$ cat config.mk
export PLATFORM = sky130hd
export DESIGN_NAME = eth_queue_arbiter
export DESIGN_NICKNAME = d
export VERILOG_FILES = /design/src/rtl/eth_arb_pkg.sv /design/src/rtl/rr_pick.sv /design/src/rtl/eth_queue_arbiter.sv
export SDC_FILE = /design/constraint.sdc
export NUM_CORES = 1
export LEC_CHECK = 0
export ABC_AREA = 1
export CAP_MARGIN = 5
export CORE_MARGIN = 5
export CORE_UTILIZATION = 36
export DETAILED_ROUTE_END_ITERATION = 7
export PLACE_DENSITY = 0.84
export SYNTH_ARGS = -nofsm -noshare
export SYNTH_HDL_FRONTEND = slang
export SYNTH_SLANG_ARGS = --single-unit
$ cat constraint.sdc
create_clock -name clk -period 3.05 [get_ports clk]
set_input_delay 0.61 -clock clk [delete_from_list [all_inputs] [get_ports clk]]
set_output_delay 0.61 -clock clk [all_outputs]
set_load 0.005 [all_outputs]
$ cat src/rtl/eth_arb_pkg.sv
// Shared types and helpers for the Ethernet egress queue arbiter.
package eth_arb_pkg;

    typedef enum logic [0:0] {StIdle, StXfer} state_e;

    // End-of-frame flag sits this many bits above the payload MSB + 1.
    localparam int unsigned LAST_POS_FROM_DW = 0;

    function automatic int unsigned ptr_width(input int unsigned n);
        return (n > 1) ? $clog2(n) : 1;
    endfunction

endpackage

$ cat src/rtl/rr_pick.sv
// Combinational round-robin picker: first requester after lp, with optional port-0 priority.
module rr_pick #(
    parameter int unsigned N_PORTS = 4,
    parameter int unsigned PW      = 2
) (
    input  logic [N_PORTS-1:0] req,
    input  logic [PW-1:0]      lp,
    input  logic               prio0_en,
    output logic [PW-1:0]      idx,
    output logic               found
);

    logic [PW:0] cand;

    always_comb begin
        idx   = '0;
        found = 1'b0;
        cand  = '0;
        if (prio0_en && req[0]) begin
            found = 1'b1;
        end else begin
            for (int unsigned k = 1; k <= N_PORTS; k++) begin
                // Explicit wrap so non power-of-two port counts never alias.
                cand = {1'b0, lp} + (PW+1)'(k);
                if (cand >= (PW+1)'(N_PORTS)) begin
                    cand = cand - (PW+1)'(N_PORTS);
                end
                if (!found && req[cand[PW-1:0]] && !(prio0_en && cand == '0)) begin
                    found = 1'b1;
                    idx   = cand[PW-1:0];
                end
            end
        end
    end

endmodule

$ cat src/rtl/eth_queue_arbiter.sv
// Frame-level round-robin arbiter draining N_PORTS show-ahead queues onto one egress stream.
// Define ETH_ARB_PRIO0_EN to give port 0 strict priority at each arbitration.
module eth_queue_arbiter
    import eth_arb_pkg::*;
#(
    parameter int unsigned N_PORTS    = 4,
    parameter int unsigned DATA_WIDTH = 8
) (
    input  logic                                clk,
    input  logic                                rst_n,
    input  logic [N_PORTS-1:0]                  q_empty,
    input  logic [N_PORTS*(DATA_WIDTH+1)-1:0]   q_dout,
    output logic [N_PORTS-1:0]                  q_rd_en,
    output logic                                m_valid,
    output logic [DATA_WIDTH-1:0]               m_data,
    output logic                                m_last,
    input  logic                                m_ready,
    output logic [N_PORTS-1:0]                  grant,
    output logic                                busy
);

    localparam int unsigned PW       = ptr_width(N_PORTS);
    localparam int unsigned LAST_POS = DATA_WIDTH + LAST_POS_FROM_DW;
    localparam int unsigned EW       = LAST_POS + 1;

`ifdef ETH_ARB_PRIO0_EN
    localparam bit PRIO0_EN = 1'b1;
`else
    localparam bit PRIO0_EN = 1'b0;
`endif

    state_e          state_q, state_d;
    logic [PW-1:0]   g_q, g_d;
    logic [PW-1:0]   lp_q, lp_d;
    logic [N_PORTS-1:0] req;
    logic [PW-1:0]   pick_idx;
    logic            pick_found;
    logic [EW-1:0]   head;

    assign req  = ~q_empty;
    assign head = q_dout[int'(g_q)*EW +: EW];

    rr_pick #(
        .N_PORTS (N_PORTS),
        .PW      (PW)
    ) u_rr_pick (
        .req      (req),
        .lp       (lp_q),
        .prio0_en (PRIO0_EN),
        .idx      (pick_idx),
        .found    (pick_found)
    );

    always_comb begin
        state_d = state_q;
        g_d     = g_q;
        lp_d    = lp_q;
        m_valid = 1'b0;
        m_data  = '0;
        m_last  = 1'b0;
        q_rd_en = '0;
        grant   = '0;
        busy    = 1'b0;
        unique case (state_q)
            StIdle: begin
                if (pick_found) begin
                    g_d     = pick_idx;
                    state_d = StXfer;
                end
            end
            StXfer: begin
                busy        = 1'b1;
                grant[g_q]  = 1'b1;
                m_valid     = !q_empty[g_q];
                m_data      = head[DATA_WIDTH-1:0];
                m_last      = head[LAST_POS] & m_valid;
                q_rd_en[g_q] = m_valid & m_ready;
                if (m_valid && m_ready && m_last) begin
                    state_d = StIdle;
                    // With priority, port 0 never advances the rotation of the others.
                    if (!PRIO0_EN || g_q != '0) begin
                        lp_d = g_q;
                    end
                end
            end
            default: state_d = StIdle;
        endcase
    end

    always_ff @(posedge clk) begin
        if (!rst_n) begin
            state_q <= StIdle;
            g_q     <= '0;
            lp_q    <= PW'(N_PORTS - 1);
        end else begin
            state_q <= state_d;
            g_q     <= g_d;
            lp_q    <= lp_d;
        end
    end

endmodule

After elaboration in Yosys (flattened, before gate mapping)
Cells that the tools add are included.
Storage, ports and cells
  latch bits: 0
  output and inout port bits: 19
  input port bits: 43
  register bits after elaboration: 5
  RAM bits: 0
  memories: 0
  ROM bits: 0
Operators by class
  equality and inequality tests: 0
  add/sub/neg operators: 8
  bitwise logic cells: 5
  reductions and logical operators: 12
  mux-type cells: 33
  multipliers: 1
  divide/modulo/power cells: 0
  $lt $le $gt $ge: 10
  shift-type cells: 1
Operator list (number)
  $shiftx 36x7->9: 1
  $mux 2: 8
  $lt 2x3->1 const B: 5
  $mux 1: 15
  $ge 3x3->1 const B: 4
  $bmux 1 s2: 5
  $mux 4: 2
  $mux 8: 1
  $sub 2x1->2 const B: 4
  $add 2x2->3 const B: 2
  $logic_and 1x1->1: 6
  $mul 2x4->6 const B: 1
  $and 4x4->4: 1
  $logic_not 1->1: 4
  $not 4->4: 1
  $reduce_and 2->1: 2
  $add 2x1->3 const B: 1
  $add 2x3->3 const B: 1
  $and 1x1->1: 2
  $demux 1 s2: 1
  $ge 2x1->1 const B: 1
  $pmux 1 s2: 1
  $not 1->1: 1

Depth between registers and ports, before layout
Gate-level depths: netlist of run 1.
  word-level depth: 17
  depth in mapped cells: 12

Hierarchy
From an unflattened synthesis of run 1, not the netlist that was laid out.
Unflattened totals
  cells, all modules: 169
  area, all modules: 1062.3 um^2
Modules (own cells, without submodules)
  eth_queue_arbiter: times used 1, area an instance 690.7 um^2, cells each 111
  rr_pick: times used 1, area an instance 371.6 um^2, cells each 58

Worst setup path after synthesis of run 1
Ideal clock, no wire load.
  path type: input -> output
  start: input q_empty[3]
  end: output q_rd_en[0]
  path slack: 1.209 ns
  data required time: 2.440 ns
  stages on the path: 5
  arrival: 1.231 ns
  buffers on the path: 0
  cells stage by stage: nand2_1 > a21oi_1 > nor3_4 > nand2_2 > nor2_1
On the way
  word-level cells in the longest chain between the ends: 6
Ends and longest elaborated chain
  start: declaration: RTL line eth_queue_arbiter.sv:11  | input logic [N_PORTS-1:0] q_empty,
  $bmux 1 s2: RTL line eth_queue_arbiter.sv:74  | m_valid = !q_empty[g_q];
  $mux 1 (implied by the code): RTL line eth_queue_arbiter.sv:74
  $logic_not 1->1: RTL line eth_queue_arbiter.sv:74
  $and 1x1->1: RTL line eth_queue_arbiter.sv:77  | q_rd_en[g_q] = m_valid & m_ready;
  $and 4x4->4 (no line)
  $mux 4: RTL line eth_queue_arbiter.sv:64  | unique case (state_q)
  end: declaration: RTL line eth_queue_arbiter.sv:13  | output logic [N_PORTS-1:0] q_rd_en,
No other way between the ends. The select of a mux whose other input is x is not followed.

Worst setup path after layout of run 1
  start: input q_empty[2]
  end: output q_rd_en[3]
The elaborated chain is that of the path after synthesis.

==> results of run 1 <==
==> routing by layer <==
metal  part of all wire  GRT usage  routed length (um)
met5                  0          0                   0
met4                  0    0.01987                   0
met3              0.094    0.04525                 310
met2               0.46     0.3328                1513
met1               0.44     0.2624                1460
==> layout make-up <==
type	instances	area (sq um)	share of cell area
tap	28	35.03	0.02416
inverter	15	58.81	0.04055
clock buffer	4	26.28	0.01812
sequential	5	100.1	0.06903
multi-input combinational	114	619.3	0.4271
timing repair buffer	61	610.6	0.4211
==> sequential cells by signal, indices dropped and copies added (netlist names) <==
signal   flops
state_q      1
g_q          2
lp_q         2
==> where the power goes <==
part           internal [mW]  total, mW  switching (mW)  leakage [nW]
sequential            0.0734     0.0903          0.0170        0.0413
clock                 0.0496     0.0791          0.0295        0.0150
combinational          0.162      0.319           0.156         0.570
total                  0.285      0.488           0.203         0.627
==> synthesized netlist by cell type (2+ instances only) <==
cell type	instances
inv_1	9
nand3_1	10
a21oi_1	10
dfxtp_1	5
nand2_1	41
nor2_4	2
nand2_2	6
inv_2	5
nor2_1	15
a22oi_1	16
nand4_1	6
nand3_2	2
==> worst register-to-register path: cells and delay by family (launching register included) <==
family | cells | cell delay [ns]
and+or+nand+nor | 8 | 0.80
buffers and inverters | 1 | 0.11
DFF | 1 | 0.56
==> cells by family (layout without fill, tap and decap cells) <==
group	count (synthesis)	in the layout	share of synthesized area
flip-flops	5	5	0.1250
buffers and inverters	18	80	0.1016
AND/OR/NAND/NOR	86	86	0.5297
AO/OA/AOI/OAI	28	28	0.2438
==> final timing paths <==
| check | start | to | slack (ns) | cells after the start |
|---|---|---|---|---|
| min reg2reg | state_q | state_q | 0.51 | 2 |
| max reg2reg | lp_q[0] | g_q[0] | 1.48 | 9 |
| max | q_empty[2] | q_rd_en[3] | 0.14 | 7 |
| min | state_q | state_q | 0.51 | 2 |
==> placed cells by master (no fill, tap or decap), types with 2 or more instances in the layout <==
| cell | n |
|---|---|
| a21oi_1 | 10 |
| dfxtp_1 | 5 |
| nand2_1 | 41 |
| nand3_2 | 2 |
| nor2_4 | 2 |
| clkdlybuf4s50_1 | 61 |
| nand3_1 | 10 |
| nand2_2 | 6 |
| nor2_1 | 15 |
| a22oi_1 | 16 |
| inv_1 | 9 |
| inv_2 | 5 |
| clkbuf_4 | 3 |
| nand4_1 | 6 |
==> impl_metrics.tcl, run 1 <==
set metrics [dict create \
    yosysWarnings 0 \
    postCtsSetupRepairBufs 0 \
    clockBufferDepth 2 \
    synth_area_leaders "nand2_1, a22oi_1, dfxtp_1, nor2_1, a21oi_1" \
    critPathArrivalTime_ns 2.30 \
    peakVddDrop_mv 0.3633 \
    fin_cells 227 \
    seq_area_frac_synth 0.1250 \
    finalHoldViolations 0 \
    grt_max_degree 17 \
    routedWlPerCell_um 14.47 \
    drt-vias-per-instance 5.233 \
    hold_path_class "flip-flop to flip-flop" \
    stdcell_area_sq_um 1450 \
    setup_viol 0 \
    p_leak_nw 0.6267 \
    core-area_sq_um 2170 \
    io_buffers 61 \
    pre_cts_ws_ns 0.1334 \
    dr.pass1.iters 5 \
    std_cell_rows 17 \
    nFillCells 212 \
    cellPowerDensity_nw_per_um2 336.6 \
    crit_buf_inv 2 \
    power_mw 0.4881 \
    holdWs_ns 0.5092 \
    slew_headroom 0.6146 \
    dp_hpwl_mm 2.631 \
    synth_top_area_frac 0.1922 \
    grt.total_usage 0.1965 \
    placed_area_sq_um 1424 \
    cts_tree "done" \
    grt_pass1_wl_mm 5.161 \
    place_inst 223 \
    gp_congestion 0.8688 \
    cts_resized 0 \
    syn_nets 180 \
    synth_cell_types 22 \
    drive_gt1_frac 0.1206 \
    synth_flop_cell "dfxtp_1" \
    status "completed" \
    grt_pass1_vias 1086 \
    htreeDepth 1 \
    drtIter0Drc 83 \
    clock_tree.root_cell "clkbuf_4" \
    synth_edf_count 0 \
    drtAntennaViolNets 0 \
    die_w_um 57.17 \
    crit_type "primary input to output port" \
    cpMostUsedCell "clkdlybuf4s50_1" \
    synthesis.area_sq_um 800.8 \
    grt-ovfl-total 0 \
    antenna_found_initial 0 \
    crit_chain "clkdlybuf4s50_1 -> nand2_1 -> a21oi_1 -> nor3_4 -> nand2_2 -> nor2_1 -> clkdlybuf4s50_1" \
    slowest_delay_ns 0.52 \
    numCtsBuffers 3 \
    fin_setup_tns_ns 0 \
    area_growth_pct 81.09 \
    insertion_delay_ns 0.24 \
    max_freq_mhz 343.7 \
    fin_util 0.6684 \
    antennaDiodeCount 0 \
    fin_crit_ns 2.909 \
    slowest_stage "clkdlybuf4s50_1" \
    postSynthAreaPerCell_sq_um 5.845 \
    finClkSkew_ns 0.001590 \
    drt_wl_total_mm 3.284 \
    die_area_sq_um 3268 \
    cts_hold_buf 0 \
    rsz0062_at_grt "false" \
    fin_nets 243 \
    yosysTopAreaCell "nand2_1" \
    tightest_slew_ns 0.5775 \
    period_share 0.9539 \
    ys_async_sr_fraction 0 \
    cp_max_fo 6 \
    start_util 0.3691 \
    netlist_instances 137 \
    critPathTopFamily "buffers and inverters" \
    ioPinCount 62 \
    cts_sinks 5 \
    drc 0 \
    path_clk_slew_ns 0.04 \
    report.final.slew_viol_count 0 \
    fin_ws_ns 0.1406 \
    cp.required_ns 2.44 \
    ys_ff_latch 5 \
    maxCapViolCount 0 \
    crit_path_end_kind "output port" \
    vias 1188 \
    crit_path_start_kind "primary input" \
    die_y_um 57.17 \
]
No activity file was read; power rests on OpenSTA's default activity.
==> run 2: changes to the inputs <==
- CORE_UTILIZATION: 36 -> 37
- CTS_BUF_LIST: unset -> sky130_fd_sc_hd__clkbuf_2
- PLACE_DENSITY: 0.84 -> 0.86
==> impl_metrics.tcl, run 2 (synthesized netlist as in run 1, its figures left out) <==
set metrics [dict create \
    seq_power_share 0.194 \
    critPathTopFamily "buffers and inverters" \
    slowest_stage "clkdlybuf4s50_1" \
    slew_headroom 0.6394 \
    period_share 0.9517 \
    p_leak_nw 0.6284 \
    regArea_sq_um 100.1 \
    p_sw_mw 0.1947 \
    die_y_um 56.52 \
    drt-vias-per-instance 5.097 \
    cts_sinks 5 \
    max_freq_mhz 344.5 \
    drt_wl_total_mm 3.081 \
    antenna_found_initial 0 \
    multi_input_area_sq_um 619.3 \
    numCtsBuffers 3 \
    crit_buf_inv 2 \
    grt-ovfl-total 0 \
    std_cell_rows 16 \
    clockBufferDepth 2 \
    grt.total_usage 0.1992 \
    fin_cells 226 \
    fin_crit_ns 2.903 \
    wl_met3_um 211 \
    reg2reg_depth 9 \
    cts_resized 0 \
    cellPowerDensity_nw_per_um2 322.1 \
    regToRegSetupSlack_ns 1.43 \
    power.share.clock 0.123 \
    die_area_sq_um 3195 \
    core-area_sq_um 2022 \
    die_w_um 56.52 \
    fin_setup_tns_ns 0 \
    drive_gt1_frac 0.1256 \
    rsz0062_at_grt "false" \
    final_cell_mix "clkdlybuf4s50_1, nand2_1, a22oi_1" \
    cts_tree "done" \
    dr.pass1.iters 4 \
    place_inst 222 \
    area_growth_pct 80.16 \
    gp_congestion 0.9074 \
    grt_pass1_wl_mm 5.313 \
    dr_wl_met2_mm 1.609 \
    critPathArrivalTime_ns 2.29 \
    crit_type "primary input to output port" \
    drtIter0Drc 34 \
    pre_cts_ws_ns 0.1462 \
    ioPinCount 62 \
    crit_path_end_kind "output port" \
    crit_chain "clkdlybuf4s50_1 -> nand2_1 -> a21oi_1 -> nor3_4 -> nand2_2 -> nor2_1 -> clkdlybuf4s50_1" \
    drtAntennaViolNets 0 \
    cts_hold_buf 0 \
    internal-power_mw 0.2700 \
    worstReg2RegStart "lp_q[0]" \
    fin_ws_ns 0.1473 \
    crit_cells 7 \
    fin_nets 243 \
    io_buffers 61 \
    htreeDepth 1 \
    start_util 0.3960 \
    drc 0 \
    path_clk_slew_ns 0.05 \
    fin_util 0.7135 \
    insertion_delay_ns 0.20 \
    clock_tree.root_cell "clkbuf_2" \
    slowest_delay_ns 0.52 \
    layout_commonest_cell "clkdlybuf4s50_1" \
    tightest_slew_ns 0.5403 \
    maxCapViolCount 0 \
    finalHoldViolations 0 \
    switching_share 0.4189 \
    top_layer "met3" \
    p_comb_frac 0.683 \
    reg.largest.list "g_q (2), lp_q (2), state_q (1)" \
    crit_end "q_rd_en[2]" \
    grt_pass1_vias 1122 \
    crit_path_start_kind "primary input" \
    r2r-end "g_q[1]" \
    startpoint "q_empty[2]" \
    wl_met1_mm 1.260 \
    routedWlPerCell_um 13.63 \
    setup_viol 0 \
    status "completed" \
    antennaDiodeCount 0 \
    finClkSkew_ns 0.0001353 \
    hold_path_class "flip-flop to flip-flop" \
    cp.required_ns 2.44 \
    report.final.slew_viol_count 0 \
    dp_hpwl_mm 2.526 \
    nFillCells 190 \
    postCtsSetupRepairBufs 0 \
    cpMostUsedCell "clkdlybuf4s50_1" \
    cp_max_fo 6 \
    peakVddDrop_mv 0.3818 \
    vias 1152 \
    grt_max_degree 17 \
]
==> run 2: cell count changes in the layout (fill, tap and decap cells not counted) <==
cell,change
clkbuf_2,+4
clkbuf_4,-3
clkbuf_1,-1
==> run 2: area by class of cell <==
cell class / instances / share of cell area
clock buffer: 4 / 0.01388
inverter: 15 / 0.04076
sequential: 5 / 0.06938
multi-input combinational: 114 / 0.4293
tap: 27 / 0.02342
timing repair buffer: 61 / 0.4232
==> run 2: layer usage <==
layer  GRT usage  vias to the layer above
li1            -                      598
met4     0.04407                        0
met2      0.3564                       38
met3     0.04128                        0
met5           0                        -
met1      0.2408                      516
==> run 2: worst min path at each step <==
stage,startpoint,end,slack (ns),cells past startpoint
after floorplan,state_q,state_q,0.49,2
after global placement,state_q,state_q,0.50,2
after detailed placement,state_q,state_q,0.52,2
after CTS,state_q,state_q,0.53,2
after global routing,state_q,state_q,0.57,2
final,state_q,state_q,0.53,2
==> run 2: power by group through the flow <==
stage                     clock network [mW]  logic, mW  registers (mW)
after global routing                  0.0633      0.349          0.0924
final                                 0.0571      0.317          0.0901
after CTS                             0.0587      0.319          0.0902
after global placement                     0      0.311          0.0908
after floorplan                            0      0.181          0.0807
after detailed placement                   0      0.317          0.0914
==> run 2: worst register-to-register path: cells and delay by family (launching register included) <==
kind / cells / cell delay [ns]
and+or+nand+nor: 8 / 0.85
buffers and inverters: 1 / 0.10
DFF: 1 / 0.56
==> run 2: per-stage QoR <==
step	hold WS, ns	power, mW	instance area, sq um
after floorplan	0.4941	0.2617	800.8
after global placement	0.4989	0.4017	1423
after detailed placement	0.5221	0.4089	1423
after CTS	0.5349	0.4680	1443
after global routing	0.5706	0.5052	1443
final	0.5318	0.4647	1443
